$ cat src/rtl/fwd_pkg.sv
// Shared constants and helpers for the forwarding / hazard unit.
package fwd_pkg;

  localparam logic [2:0] SEL_RF   = 3'd0;
  localparam logic [2:0] SEL_WB   = 3'd1;
  localparam logic [2:0] SEL_MEM  = 3'd2;
  localparam logic [2:0] SEL_EX   = 3'd3;
  localparam logic [2:0] SEL_HOLD = 3'd4;

  // Register-number width. Kept at least 1 bit so a 1- or 2-entry file still has an address.
  function automatic int calc_aw(input int nregs);
    return (nregs <= 2) ? 1 : $clog2(nregs);
  endfunction

endpackage

$ cat src/rtl/fwd_src_mux.sv
// One source operand: producer match, priority bypass select, stall request and hold register.
module fwd_src_mux
  import fwd_pkg::*;
#(
  parameter int DATA_W = 16,
  parameter int AW     = 3
) (
  input  logic              clk,
  input  logic              rst,
  input  logic              id_valid,
  input  logic              src_used,
  input  logic [AW-1:0]     src_addr,
  input  logic [DATA_W-1:0] rf_data,
  input  logic              ex_wr_en,
  input  logic [AW-1:0]     ex_wr_addr,
  input  logic              ex_is_load,
  input  logic [DATA_W-1:0] ex_data,
  input  logic              mem_wr_en,
  input  logic [AW-1:0]     mem_wr_addr,
  input  logic              mem_is_load,
  input  logic              mem_rdy,
  input  logic [DATA_W-1:0] mem_data,
  input  logic              wb_wr_en,
  input  logic [AW-1:0]     wb_wr_addr,
  input  logic [DATA_W-1:0] wb_data,
  input  logic              dec_hold,
  input  logic              flush,
  output logic [DATA_W-1:0] op_data,
  output logic              stall_req,
  output logic              err_req
);

  logic              hold_valid_q, hold_valid_d;
  logic [DATA_W-1:0] hold_data_q, hold_data_d;
  logic              ex_hit, mem_hit, wb_hit, active;
  logic [2:0]        sel;

  // Match producers, pick the youngest usable one, and flag a load-use stall.
  always_comb begin
    ex_hit  = ex_wr_en  && (ex_wr_addr  == src_addr);
    mem_hit = mem_wr_en && (mem_wr_addr == src_addr);
    wb_hit  = wb_wr_en  && (wb_wr_addr  == src_addr);
    active  = id_valid && src_used;

    // A younger EX match shadows MEM even when EX is the pending load.
    stall_req = active && ((ex_hit && ex_is_load) ||
                           (!ex_hit && mem_hit && mem_is_load && !mem_rdy));
    // A held value that now sees a stalled producer means the capture was stale.
    err_req   = hold_valid_q && stall_req;

    sel = SEL_RF;
    if (active) begin
      if (hold_valid_q)  sel = SEL_HOLD;
      else if (ex_hit)   sel = ex_is_load ? SEL_RF : SEL_EX;
      else if (mem_hit)  sel = (!mem_is_load || mem_rdy) ? SEL_MEM : SEL_RF;
      else if (wb_hit)   sel = SEL_WB;
    end

    case (sel)
      SEL_HOLD: op_data = hold_data_q;
      SEL_EX:   op_data = ex_data;
      SEL_MEM:  op_data = mem_data;
      SEL_WB:   op_data = wb_data;
      default:  op_data = rf_data;
    endcase
  end

  // Hold register next state: flush wins, then advance clears, then capture while frozen.
  always_comb begin
    hold_valid_d = hold_valid_q;
    hold_data_d  = hold_data_q;
    if (flush) begin
      hold_valid_d = 1'b0;
    end else if (id_valid && !dec_hold) begin
      hold_valid_d = 1'b0;
    end else if (dec_hold && active && !stall_req && !hold_valid_q) begin
      hold_valid_d = 1'b1;
      hold_data_d  = op_data;
    end
  end

  // Hold register state.
  always_ff @(posedge clk or negedge rst) begin
    if (!rst) begin
      hold_valid_q <= 1'b0;
      hold_data_q  <= '0;
    end else begin
      hold_valid_q <= hold_valid_d;
      hold_data_q  <= hold_data_d;
    end
  end

endmodule

$ cat src/rtl/fwd_hazard_unit.sv
// Operand forwarding and load-use hazard unit between decode and execute.
module fwd_hazard_unit
  import fwd_pkg::*;
#(
  parameter int DATA_W = 16,
  parameter int NREGS  = 8,
  parameter int NSRC   = 2,
  parameter int CNT_W  = 16,
  localparam int AW    = calc_aw(NREGS)
) (
  input  logic                   clk,
  input  logic                   rst,
  input  logic                   id_valid,
  input  logic [NSRC*AW-1:0]     id_src_addr,
  input  logic [NSRC-1:0]        id_src_used,
  input  logic [NSRC*DATA_W-1:0] id_rf_data,
  input  logic                   ex_wr_en,
  input  logic [AW-1:0]          ex_wr_addr,
  input  logic                   ex_is_load,
  input  logic [DATA_W-1:0]      ex_data,
  input  logic                   mem_wr_en,
  input  logic [AW-1:0]          mem_wr_addr,
  input  logic                   mem_is_load,
  input  logic                   mem_rdy,
  input  logic [DATA_W-1:0]      mem_data,
  input  logic                   wb_wr_en,
  input  logic [AW-1:0]          wb_wr_addr,
  input  logic [DATA_W-1:0]      wb_data,
  input  logic                   pipe_stall,
  input  logic                   flush,
  output logic [NSRC*DATA_W-1:0] op_data,
  output logic                   hz_stall,
  output logic [CNT_W-1:0]       stall_cnt,
  output logic                   err
);

  logic [NSRC-1:0]  src_stall, src_err;
  logic             dec_hold;
  logic [CNT_W-1:0] stall_cnt_q, stall_cnt_d;
  logic             err_q, err_d;

  for (genvar g = 0; g < NSRC; g++) begin : g_src
    fwd_src_mux #(.DATA_W(DATA_W), .AW(AW)) u_src (
      .clk         (clk),
      .rst         (rst),
      .id_valid    (id_valid),
      .src_used    (id_src_used[g]),
      .src_addr    (id_src_addr[g*AW +: AW]),
      .rf_data     (id_rf_data[g*DATA_W +: DATA_W]),
      .ex_wr_en    (ex_wr_en),
      .ex_wr_addr  (ex_wr_addr),
      .ex_is_load  (ex_is_load),
      .ex_data     (ex_data),
      .mem_wr_en   (mem_wr_en),
      .mem_wr_addr (mem_wr_addr),
      .mem_is_load (mem_is_load),
      .mem_rdy     (mem_rdy),
      .mem_data    (mem_data),
      .wb_wr_en    (wb_wr_en),
      .wb_wr_addr  (wb_wr_addr),
      .wb_data     (wb_data),
      .dec_hold    (dec_hold),
      .flush       (flush),
      .op_data     (op_data[g*DATA_W +: DATA_W]),
      .stall_req   (src_stall[g]),
      .err_req     (src_err[g])
    );
  end

  // Combine per-source requests; compute saturating counter and sticky error next state.
  always_comb begin
    hz_stall    = |src_stall;
    dec_hold    = hz_stall || pipe_stall;
    stall_cnt_d = stall_cnt_q;
    if (hz_stall && !pipe_stall && (stall_cnt_q != {CNT_W{1'b1}}))
      stall_cnt_d = stall_cnt_q + 1'b1;
    err_d = err_q || (mem_rdy && !mem_is_load) || (|src_err);
  end

  // Counter and error state.
  always_ff @(posedge clk or negedge rst) begin
    if (!rst) begin
      stall_cnt_q <= '0;
      err_q       <= 1'b0;
    end else begin
      stall_cnt_q <= stall_cnt_d;
      err_q       <= err_d;
    end
  end

  assign stall_cnt = stall_cnt_q;
  assign err       = err_q;

endmodule

$ cat config.mk
export PLATFORM = sky130hd
export DESIGN_NAME = fwd_hazard_unit
export DESIGN_NICKNAME = d
export VERILOG_FILES = /design/src/rtl/fwd_pkg.sv /design/src/rtl/fwd_src_mux.sv /design/src/rtl/fwd_hazard_unit.sv
export SDC_FILE = /design/constraint.sdc
export NUM_CORES = 1
export LEC_CHECK = 0
export ABC_AREA = 0
export BUFFER_PORTS_ARGS = -buffer_cell sky130_fd_sc_hd__buf_2
export CAP_MARGIN = 10
export CORE_ASPECT_RATIO = 0.5
export CORE_MARGIN = 2
export CORE_UTILIZATION = 50
export CTS_CLUSTER_DIAMETER = 30
export CTS_CLUSTER_SIZE = 20
export DETAILED_ROUTE_END_ITERATION = 7
export PLACE_DENSITY = 0.9
export SLEW_MARGIN = 20
export SYNTH_ARGS = -nofsm -noshare
export SYNTH_HDL_FRONTEND = slang
export SYNTH_HIERARCHICAL = 1
export SYNTH_SLANG_ARGS = --single-unit
$ cat constraint.sdc
create_clock -name clk -period 3.7 [get_ports clk]
set_input_delay 0.925 -clock clk [delete_from_list [all_inputs] [get_ports clk]]
set_output_delay 0.925 -clock clk [all_outputs]
set_load 0.05 [all_outputs]
==> run_results.csv, run 1 <==
group,metric,value,unit
clock_tree,cts-root-buf,"clkbuf_16",
hold_path,min_delay_path_depth,1,
logic_synthesis,syn_area_per_cell,9.614,µm²
power_and_ir_drop,p_seq_share,34.8,%
timing,relSlewSlack,54.55,%
grt,antenna_found_initial,0,
routing,wl,20.31,mm
power_and_ir_drop,clockPowerShare,27.8,%
power_and_ir_drop,p_per_area,313.0,nW/µm²
logic_synthesis,synth.area.top_cells,"dfrtp_1, a222oi_1, nand2_1",
floorplanning,start_util,51.67,%
job,maxCapViolCount,0,
clock_tree,clock-sinks,51,
cells_and_area,drive_gt1_share,52.41,%
clock_tree,cts-htree-levels,2,
power_and_ir_drop,p_int,1.322,mW
power_and_ir_drop,switchingPower,766.4,µW
hold_path,holdCritPathClass,"flip-flop to flip-flop",
logic_synthesis,synth_cells,430,
logic_synthesis,ys_seq_elements,51,
power_and_ir_drop,leakage,3.120,nW
critical_path,cp.arrival,3.07,ns
routing,vias,5581,
timing,rsz0062_at_grt,"true",
timing,post-route-period-util,108.0,%
place,place_ws,-0.2520,ns
timing,hold_viol_final,0,
routing,viasPerCell,7.192,
routing,drtIter0Drc,1406,
grt,grt_pass1_vias,4921,
clock_tree,clk_path_buf_depth,2,
timing,setup_ws,-0.2948,ns
logic_synthesis,yosysSeqAreaShare,30.87,%
clock_tree,postCtsHoldBufs,0,
critical_path,worstSetupPathType,"input pin to output pin",
critical_path,reg2reg_depth,10,
place,dpl.hpwl,10.39,mm
floorplanning,core_area,8000,µm²
timing,setup_viol,51,
cells_and_area,syn_to_final_growth,61.41,%
cells_and_area,layout.nets,772,
critical_path,cp_max_fo,8,
logic_synthesis,yosysTopAreaCell,"dfrtp_1",
logic_synthesis,synth_edf_count,0,
clock_tree,clkTransAtPathRegs,0.07,ns
timing,fin_tns_setup,-6.156,ns
floorplanning,rows,23,
power_and_ir_drop,comb_power_share,37.5,%
power_and_ir_drop,peakVddDrop,0.0002203,V
logic_synthesis,async_flop_share,100.0,%
grt,grt_overflow,0,
timing,min_period,3.995,ns
critical_path,crit_required,2.77,ns
place,port_buffers,157,
critical_path,endpoint_kind,"output pin",
power_and_ir_drop,power_switching_share,36.70,%
critical_path,critPathLaunchType,"input pin",
logic_synthesis,yosysWarnings,6,
place,gp_congestion,0.9265,
floorplanning,die_w,132.6,µm
clock_tree,clk_latency,0.31,ns
run_status,violations,"design-rule violations, negative setup slack",
logic_synthesis,synthDistinctLibCells,51,
clock_tree,cts_tree,"built",
logic_synthesis,synth_area,4134,µm²
grt,grt_pass1_wl,24.29,mm
grt,gr-usage-all-layers,34.26,%
routing,drc,75,
logic_synthesis,yosysTopAreaCellShare,30.87,%
clock_tree,cts_made_buffers,5,
routing,first_pass_iters,8,
run_status,status,"complete, but fails checks",
floorplanning,die_area,9055,µm²
timing,maxSlewViolCount,0,
routing,wl_per_cell,26.17,µm
timing,tightest_slew,0.6818,ns
logic_synthesis,synth_nets,539,
timing,fmax,250.3,MHz
floorplanning,ioPinCount,158,
logic_synthesis,synth-main-ff-cell,"dfrtp_1",
floorplanning,die-height,68.30,µm
routing,ant_nets,0,
grt,grt_max_degree,33,
timing,skew,0.008578,ns
timing,whs,0.4863,ns
cells_and_area,antenna_cells,0,
-- sequential cells by signal (all words and copies together) (netlist names) --
name                      flops
err                           1
g_src.u_src/hold_data_q      32
stall_cnt                    16
g_src.u_src/hold_valid_q      2
-- path summary, 6_finish.rpt --
check                           slack (ns)                                    start                                         to
worst max-delay path                 -0.29                           id_src_addr[0]                                 op_data[1]
worst min-delay path                  0.49                stall_cnt[10]$_DFFE_PN0P_                  stall_cnt[10]$_DFFE_PN0P_
worst max register to register        0.93  g_src[0].u_src/hold_valid_q$_DFFE_PN0P_  g_src[0].u_src/hold_data_q[1]$_DFFE_PN0P_
worst min register to register        0.49                stall_cnt[10]$_DFFE_PN0P_                  stall_cnt[10]$_DFFE_PN0P_
max in group asynchronous             2.23                                      rst  g_src[0].u_src/hold_data_q[3]$_DFFE_PN0P_
min in group asynchronous             0.65                                      rst                              err$_DFF_PN0_
-- synthesized netlist by cell type (6+ instances only) --
master	instances
a222oi_1	32
a211oi_1	18
a221o_1	18
mux2_2	18
a21oi_1	16
buf_6	12
nand3_1	8
and3_1	6
xnor2_1	25
and2_1	7
a21boi_0	6
clkbuf_1	6
o211ai_1	11
nor4_4	6
a22o_1	10
dfrtp_1	51
nand2_1	63
xor2_1	6
nand4_1	11
nor2_1	17
buf_2	8
-- cell families after synthesis --
kind of cell	synth area share, %
AND/OR/NAND/NOR	23.28
AO/OA/AOI/OAI	28.12
flip-flops	30.87
buffers and inverters	5.599
XOR/XNOR	6.568
multiplexers	5.266
adder cells (fa/ha/maj)	0.3026
-- layout by cell type, fill, tap and decap left out, types with 7 or more instances in the layout --
master and count:
buf_2 117, buf_4 65, nand2_1 55, dfrtp_1 51, buf_6 38, a222oi_1 32
a211oi_1 18, a221o_1 18, nor2_1 16, buf_12 16, xnor2_2 13, buf_8 13
a21oi_1 12, nand4_1 11, o211ai_1 11, clkbuf_16 11, xnor2_1 10, a21boi_2 10
mux2_2 10, a22o_1 10, mux2_4 9, nand3_1 8, and2_1 7
-- repair_timing --
| action | in CTS | in global routing |
|---|---|---|
| hold endpoints to repair | 0 | 0 |
| buffers inserted | 19 | 20 |
| gates resized for setup | 69 | 77 |
| gates cloned | 0 | 6 |
| setup endpoints to repair | 32 | 33 |
| pin swaps | 31 | 45 |
-- metrics by stage --
stage | util (%) | std cells | power (mW) | area [µm²]
after global placement | 68.66 | 724 | 1.298 | 5493
after detailed placement | 68.66 | 724 | 1.322 | 5493
after floorplan | - | 430 | 1.089 | 4187
after CTS | 75.85 | 751 | 1.936 | 6068
after global routing | 83.41 | 776 | 2.133 | 6673
final | 83.41 | 776 | 2.088 | 6673
-- area by class of cell --
type	count	area [µm²]
Multi-Input combinational cell	345	2899
Timing Repair Buffer	255	2167
Fill cell	416	1328
Sequential cell	51	1276
Tap cell	112	140.1
Clock buffer	5	125.1
Clock inverter	3	46.29
Inverter	5	18.77
-- critical path, cell delays in order --
cell and delay (ns):
buf_8 0.10, buf_6 0.12, xnor2_2 0.16, and4_4 0.32, nor4_4 0.09, buf_12 0.16
a222oi_1 0.53, nand2_1 0.17, mux2_2 0.31, buf_6 0.16
-- metal layers --
layer	share of wire [%]	wire length [µm]	vias to the layer above	global-route usage (%)
li1	-	-	2188	-
met1	34	6968	2513	42.13
met2	43	8756	645	58.68
met3	14	2832	235	7.259
met4	8.6	1748	0	17.74
met5	0	0	-	0
-- power by group through the flow --
stage,combinational (mW),clock [mW],sequential [mW]
floorplan,0.352,0,0.736
global placement,0.585,0,0.713
detailed placement,0.603,0,0.719
CTS,0.662,0.564,0.710
global route,0.803,0.599,0.731
finish,0.782,0.580,0.726
No activity file was read; power rests on OpenSTA's default activity.
==> run 2: changes to the inputs <==
--- a/config.mk
+++ b/config.mk
@@ -6,7 +6,7 @@
 export NUM_CORES = 1
 export LEC_CHECK = 0
 export ABC_AREA = 0
-export BUFFER_PORTS_ARGS = -buffer_cell sky130_fd_sc_hd__buf_2
+export BUFFER_PORTS_ARGS = -buffer_cell sky130_fd_sc_hd__buf_4
 export CAP_MARGIN = 10
 export CORE_ASPECT_RATIO = 0.5
 export CORE_MARGIN = 2
==> run 2 against run 1 <==
Effect of this change:
- the flow still finishes with violations (design-rule violations, negative setup slack)
- wire length is 3.0% lower
- maximum frequency is 1.3% lower
- non-clock buffer count is 11 lower
- register-to-register slack worse by 0.13 ns
- core utilization hardly changed
- die area stayed put
- sequential cell count stayed put
- count of clock-buffer cells in the layout is 1 higher
- via count is 3.5% lower
- final cell count is 1.4% lower
- sequential share of layout area hardly changed
- worst setup slack worse by 0.051 ns
- largest cell class unchanged
==> run_results.csv, run 2 (same netlist as run 1, synthesis figures left out) <==
group,metric,value,unit
run_status,violations,"design-rule violations, negative setup slack",
critical_path,worstSetupPathType,"input pin to output pin",
timing,fmax,247.2,MHz
clock_tree,clk_latency,0.32,ns
grt,grt_overflow,0,
grt,grt_pass1_wl,23.81,mm
routing,vias,5388,
cells_and_area,drive_gt1_share,50.69,%
cells_and_area,syn_to_final_growth,61.38,%
place,gp_congestion,0.9123,
floorplanning,die_area,9055,µm²
clock_tree,clk_path_buf_depth,2,
floorplanning,start_util,51.67,%
critical_path,endpoint_kind,"output pin",
timing,maxSlewViolCount,0,
power_and_ir_drop,leakage,3.081,nW
clock_tree,clkTransAtPathRegs,0.07,ns
place,port_buffers,157,
clock_tree,cts_made_buffers,5,
cells_and_area,final_util,83.39,%
timing,skew,0.01752,ns
place,place_inst,722,
floorplanning,core_area,8000,µm²
timing,min_period,4.046,ns
floorplanning,ioPinCount,158,
cells_and_area,largest_reg_flops,32,
routing,wl_per_cell,25.74,µm
timing,rsz0062_at_grt,"true",
timing,setup_viol,41,
routing,drc,21,
cells_and_area,mostFrequentLayoutCell,"buf_4",
hold_path,holdCritPathClass,"flip-flop to flip-flop",
floorplanning,die_w,132.6,µm
job,maxCapViolCount,0,
grt,gr-usage-all-layers,33.70,%
critical_path,cp_max_fo,16,
grt,grt_max_degree,52,
cells_and_area,instances_no_fill,765,
routing,ant_nets,0,
routing,wl,19.69,mm
cells_and_area,final_cell_mix,"buf_4, nand2_1, dfrtp_1",
grt,grt_pass1_vias,4734,
cells_and_area,regMostFlops,"g_src.u_src/hold_data_q",
power_and_ir_drop,peakVddDrop,0.0002938,V
routing,viasPerCell,7.043,
critical_path,critPathLaunchType,"input pin",
timing,setup_ws,-0.3456,ns
clock_tree,postCtsHoldBufs,0,
place,dpl.hpwl,10.58,mm
timing,tightest_slew,0.7217,ns
power_and_ir_drop,p_per_area,304.4,nW/µm²
routing,first_pass_iters,8,
clock_tree,clock-sinks,51,
timing,hold_viol_final,0,
clock_tree,cts_tree,"built",
floorplanning,rows,23,
clock_tree,cts-root-buf,"clkbuf_16",
routing,drtIter0Drc,1207,
critical_path,crit_required,2.77,ns
timing,relSlewSlack,51.89,%
cells_and_area,layout.nets,761,
critical_path,cp.arrival,3.12,ns
grt,antenna_found_initial,0,
cells_and_area,antenna_cells,0,
timing,post-route-period-util,109.3,%
clock_tree,cts-htree-levels,2,
floorplanning,die-height,68.30,µm
run_status,status,"complete, but fails checks",
cells_and_area,fillCellCount,437,
==> run 2: critical path, stage by stage <==
cell and delay [ns]:
buf_6 0.10, buf_6 0.11, xnor2_2 0.19, and4_4 0.28
buf_4 0.13, nor4_4 0.04, buf_12 0.15, a222oi_1 0.53
nand2_1 0.18, mux2_4 0.33, buf_6 0.16
==> run 2: metrics by stage <==
| step | hold WS [ns] | setup TNS, ns | setup WS (ns) | area (µm²) | power [mW] |
|---|---|---|---|---|---|
| after floorplan | 0.4500 | 0 | 0.08833 | 4187 | 1.089 |
| final | 0.5013 | -3.948 | -0.3456 | 6671 | 2.031 |
| after detailed placement | 0.4710 | -9.012 | -0.3953 | 5808 | 1.375 |
| after CTS | 0.4867 | -0.4132 | -0.09192 | 6255 | 1.909 |
| after global placement | 0.4632 | -7.687 | -0.3104 | 5808 | 1.352 |
| after global routing | 0.5204 | -5.882 | -0.3674 | 6671 | 2.080 |
==> run 2: power by group <==
group / total, mW / internal [mW] / leakage, nW / switching (mW)
logic: 0.780 / 0.364 / 2.34 / 0.416
registers: 0.726 / 0.648 / 0.664 / 0.0786
clock network: 0.524 / 0.272 / 0.0731 / 0.252
==> run 2: cell type report <==
cell class | count | area (µm²) | share of cell area, %
clock buffers | 6 | 138.9 | 2.082
flip-flops and latches | 51 | 1276 | 19.13
inverters | 5 | 18.77 | 0.2813
repair buffers | 244 | 2230 | 33.42
multi-input cells | 345 | 2851 | 42.74
well taps | 112 | 140.1 | 2.101
clock inverters | 2 | 16.27 | 0.2438
==> run 2: per-layer routing <==
| layer | vias to the layer above | share of wire (%) | GRT usage, % |
|---|---|---|---|
| met5 | - | 0 | 0 |
| met4 | 0 | 6.4 | 15.59 |
| met3 | 162 | 12 | 6.741 |
| met2 | 550 | 45 | 58.87 |
| met1 | 2526 | 36 | 41.48 |
| li1 | 2150 | - | - |
==> run 2: what timing repair did <==
| item | in CTS | in global routing |
|---|---|---|
| resized for setup | 39 | 53 |
| setup buffers | 14 | 23 |
| pin swaps | 18 | 41 |
| gates cloned | 0 | 2 |
| setup endpoints to repair | 32 | 32 |
==> run 2: worst paths after layout <==
| check | start | slack, ns | endpoint | cells after the start |
|---|---|---|---|---|
| min | stall_cnt[15]$_DFFE_PN0P_ | 0.50 | stall_cnt[15]$_DFFE_PN0P_ | 1 |
| max reg2reg | g_src[0].u_src/hold_valid_q$_DFFE_PN0P_ | 0.80 | g_src[0].u_src/hold_data_q[14]$_DFFE_PN0P_ | 12 |
| min reg2reg | stall_cnt[15]$_DFFE_PN0P_ | 0.50 | stall_cnt[15]$_DFFE_PN0P_ | 1 |
| min in group asynchronous | rst | 0.63 | g_src[0].u_src/hold_data_q[9]$_DFFE_PN0P_ | 1 |
| max in group asynchronous | rst | 2.54 | stall_cnt[14]$_DFFE_PN0P_ | 1 |
| max | ex_wr_addr[2] | -0.35 | op_data[14] | 11 |
==> run 3: changes to the inputs <==
--- a/config.mk
+++ b/config.mk
@@ -10,11 +10,12 @@
 export CAP_MARGIN = 10
 export CORE_ASPECT_RATIO = 0.5
 export CORE_MARGIN = 2
-export CORE_UTILIZATION = 50
+export CORE_UTILIZATION = 51
+export CTS_BUF_LIST = sky130_fd_sc_hd__clkbuf_8
 export CTS_CLUSTER_DIAMETER = 30
 export CTS_CLUSTER_SIZE = 20
 export DETAILED_ROUTE_END_ITERATION = 7
-export PLACE_DENSITY = 0.9
+export PLACE_DENSITY = 0.92
 export SLEW_MARGIN = 20
 export SYNTH_ARGS = -nofsm -noshare
 export SYNTH_HDL_FRONTEND = slang
==> constraint.sdc (replaced) <==
create_clock -name clk -period 3.7 [get_ports clk]
set_input_delay 0.925 -clock clk [delete_from_list [all_inputs] [get_ports clk]]
set_output_delay 0.925 -clock clk [all_outputs]
set_load 0.005 [all_outputs]
==> run 3 against run 2 <==
Effect of this change:
- the run ends with negative setup slack left
- sequential power shrank 1%
- first-iteration DRC count shrank 24%
- non-clock buffer count shrank 29
- maximum frequency grew 4.7%
- cell area shrank 7.3%
- global-route usage shrank 1.6 points
- via count shrank 4.2%
- worst setup slack gained 0.18 ns
- largest cell class unchanged
==> run_results.csv, run 3 (same netlist as run 1, synthesis figures left out) <==
group,metric,value,unit
run_status,status,"complete, but fails checks",
run_status,violations,"negative setup slack",
cells_and_area,final_cell_mix,"buf_4, nand2_1, dfrtp_1",
place,dpl.hpwl,10.37,mm
floorplanning,die_area,8885,µm²
critical_path,endpoint_kind,"output pin",
cells_and_area,mostFrequentLayoutCell,"buf_4",
grt,grt_overflow,0,
routing,drc,0,
place,port_buffers,157,
timing,setup_viol,23,
critical_path,cp.arrival,2.94,ns
critical_path,critPathLaunchType,"input pin",
critical_path,cpMostUsedCell,"buf_4",
place,gp_congestion,0.8564,
critical_path,critPathSlowestCell,"and4_4",
timing,rsz0062_at_grt,"true",
cells_and_area,final_util,77.88,%
grt,grt_max_degree,52,
hold_path,min_delay_path_depth,2,
routing,vias,5162,
timing,skew,0.008029,ns
place,dpl_cell_area,5650,µm²
floorplanning,rows,23,
critical_path,path_cells,"buf_4, xnor2_1, and4_4, buf_4, nand3b_1, and2_1, nor2_1, buf_4, or2_2, buf_4",
critical_path,slowest_delay,0.34,ns
job,maxCapViolCount,0,
clock_tree,cts_made_buffers,5,
critical_path,crit_required,2.77,ns
timing,min_period,3.863,ns
routing,drtIter0Drc,912,
cells_and_area,fillCellCount,487,
clock_tree,postCtsHoldBufs,0,
floorplanning,die-height,67.66,µm
floorplanning,die_w,131.3,µm
cells_and_area,regMostFlops,"g_src.u_src/hold_data_q",
timing,fmax,258.9,MHz
grt,grt_pass1_wl,22.64,mm
grt,gr-usage-all-layers,32.07,%
cells_and_area,layout.nets,732,
timing,post-route-period-util,104.4,%
clock_tree,clkTransAtPathRegs,0.10,ns
floorplanning,core_area,7943,µm²
hold_path,holdCritPathClass,"flip-flop to flip-flop",
routing,ant_nets,0,
cells_and_area,fin_area,6186,µm²
clock_tree,cts-htree-levels,2,
grt,antenna_found_initial,0,
timing,tightest_slew,0.6946,ns
routing,wl,17.26,mm
place,place_inst,708,
critical_path,worstSetupPathType,"input pin to output pin",
cells_and_area,largest_reg_flops,32,
floorplanning,ioPinCount,158,
power_and_ir_drop,p_per_area,281.1,nW/µm²
timing,relSlewSlack,53.69,%
clock_tree,clk_path_buf_depth,2,
place,place_ws,-0.3280,ns
power_and_ir_drop,p_total,1.739,mW
timing,maxSlewViolCount,0,
cells_and_area,drive_gt1_share,45.35,%
routing,first_pass_iters,7,
cells_and_area,syn_to_final_growth,49.64,%
routing,wl_per_cell,23.45,µm
timing,hold_viol_final,0,
floorplanning,start_util,52.05,%
clock_tree,cts_tree,"built",
critical_path,reg2reg_depth,12,
grt,grt_pass1_vias,4477,
timing,fin_tns_setup,-1.338,ns
timing,setup_ws,-0.1632,ns
clock_tree,clk_latency,0.33,ns
clock_tree,cts-root-buf,"clkbuf_8",
cells_and_area,antenna_cells,0,
critical_path,cp_max_fo,7,
clock_tree,clock-sinks,51,
routing,viasPerCell,7.014,
timing,whs,0.4952,ns
cells_and_area,instances_no_fill,736,
power_and_ir_drop,leakage,2.810,nW
power_and_ir_drop,peakVddDrop,0.0001548,V
## run 3: cell count changes in the layout (fill, tap and decap cells not counted), sizes merged
cell	before	now
buf	241	215
bufinv	0	1
clkbuf	9	6
clkinv	1	0
clkinvlp	1	0
inv	5	6
## run 3: timing repair
action,in CTS,in global routing
endpoints found under the setup margin,31,31
pin swaps,7,30
buffers inserted,8,14
gates resized for setup,9,43
## run 3: final cells by class
class / count / area [µm²] / share of cell area [%]
Sequential cell: 51 / 1276 / 20.63
Clock buffer: 6 / 82.58 / 1.335
Clock inverter: 2 / 38.79 / 0.6270
Timing Repair Buffer: 215 / 1828 / 29.55
Tap cell: 112 / 140.1 / 2.265
Inverter: 5 / 18.77 / 0.3034
Multi-Input combinational cell: 345 / 2801 / 45.29
## run 3: per-layer routing
layer  wire length, µm  track usage, %
met4              1136           15.35
met5                 0               0
met1              6230           39.80
met2              7784           54.87
met3              2104           7.057
## run 3: where the power goes
| group | internal (mW) | switching, mW | total, mW |
|---|---|---|---|
| Combinational | 0.320 | 0.251 | 0.571 |
| Sequential | 0.647 | 0.0704 | 0.718 |
| Clock | 0.223 | 0.227 | 0.450 |
## run 3: worst paths after layout
path	slack [ns]	endpoint	startpoint
max	-0.16	hz_stall	id_src_addr[3]
max in group asynchronous	2.60	stall_cnt[8]$_DFFE_PN0P_	rst
max reg2reg	1.01	g_src[1].u_src/hold_data_q[12]$_DFFE_PN0P_	g_src[1].u_src/hold_valid_q$_DFFE_PN0P_
min	0.50	g_src[1].u_src/hold_data_q[13]$_DFFE_PN0P_	g_src[1].u_src/hold_data_q[13]$_DFFE_PN0P_
min in group asynchronous	0.62	g_src[0].u_src/hold_data_q[9]$_DFFE_PN0P_	rst
min reg2reg	0.50	g_src[1].u_src/hold_data_q[13]$_DFFE_PN0P_	g_src[1].u_src/hold_data_q[13]$_DFFE_PN0P_
## run 3: worst max-delay path, delay by kind of cell
kind,cells,cell delay (ns)
XOR/XNOR,1,0.23
buffers and inverters,4,0.59
AND/OR/NAND/NOR,5,1.19
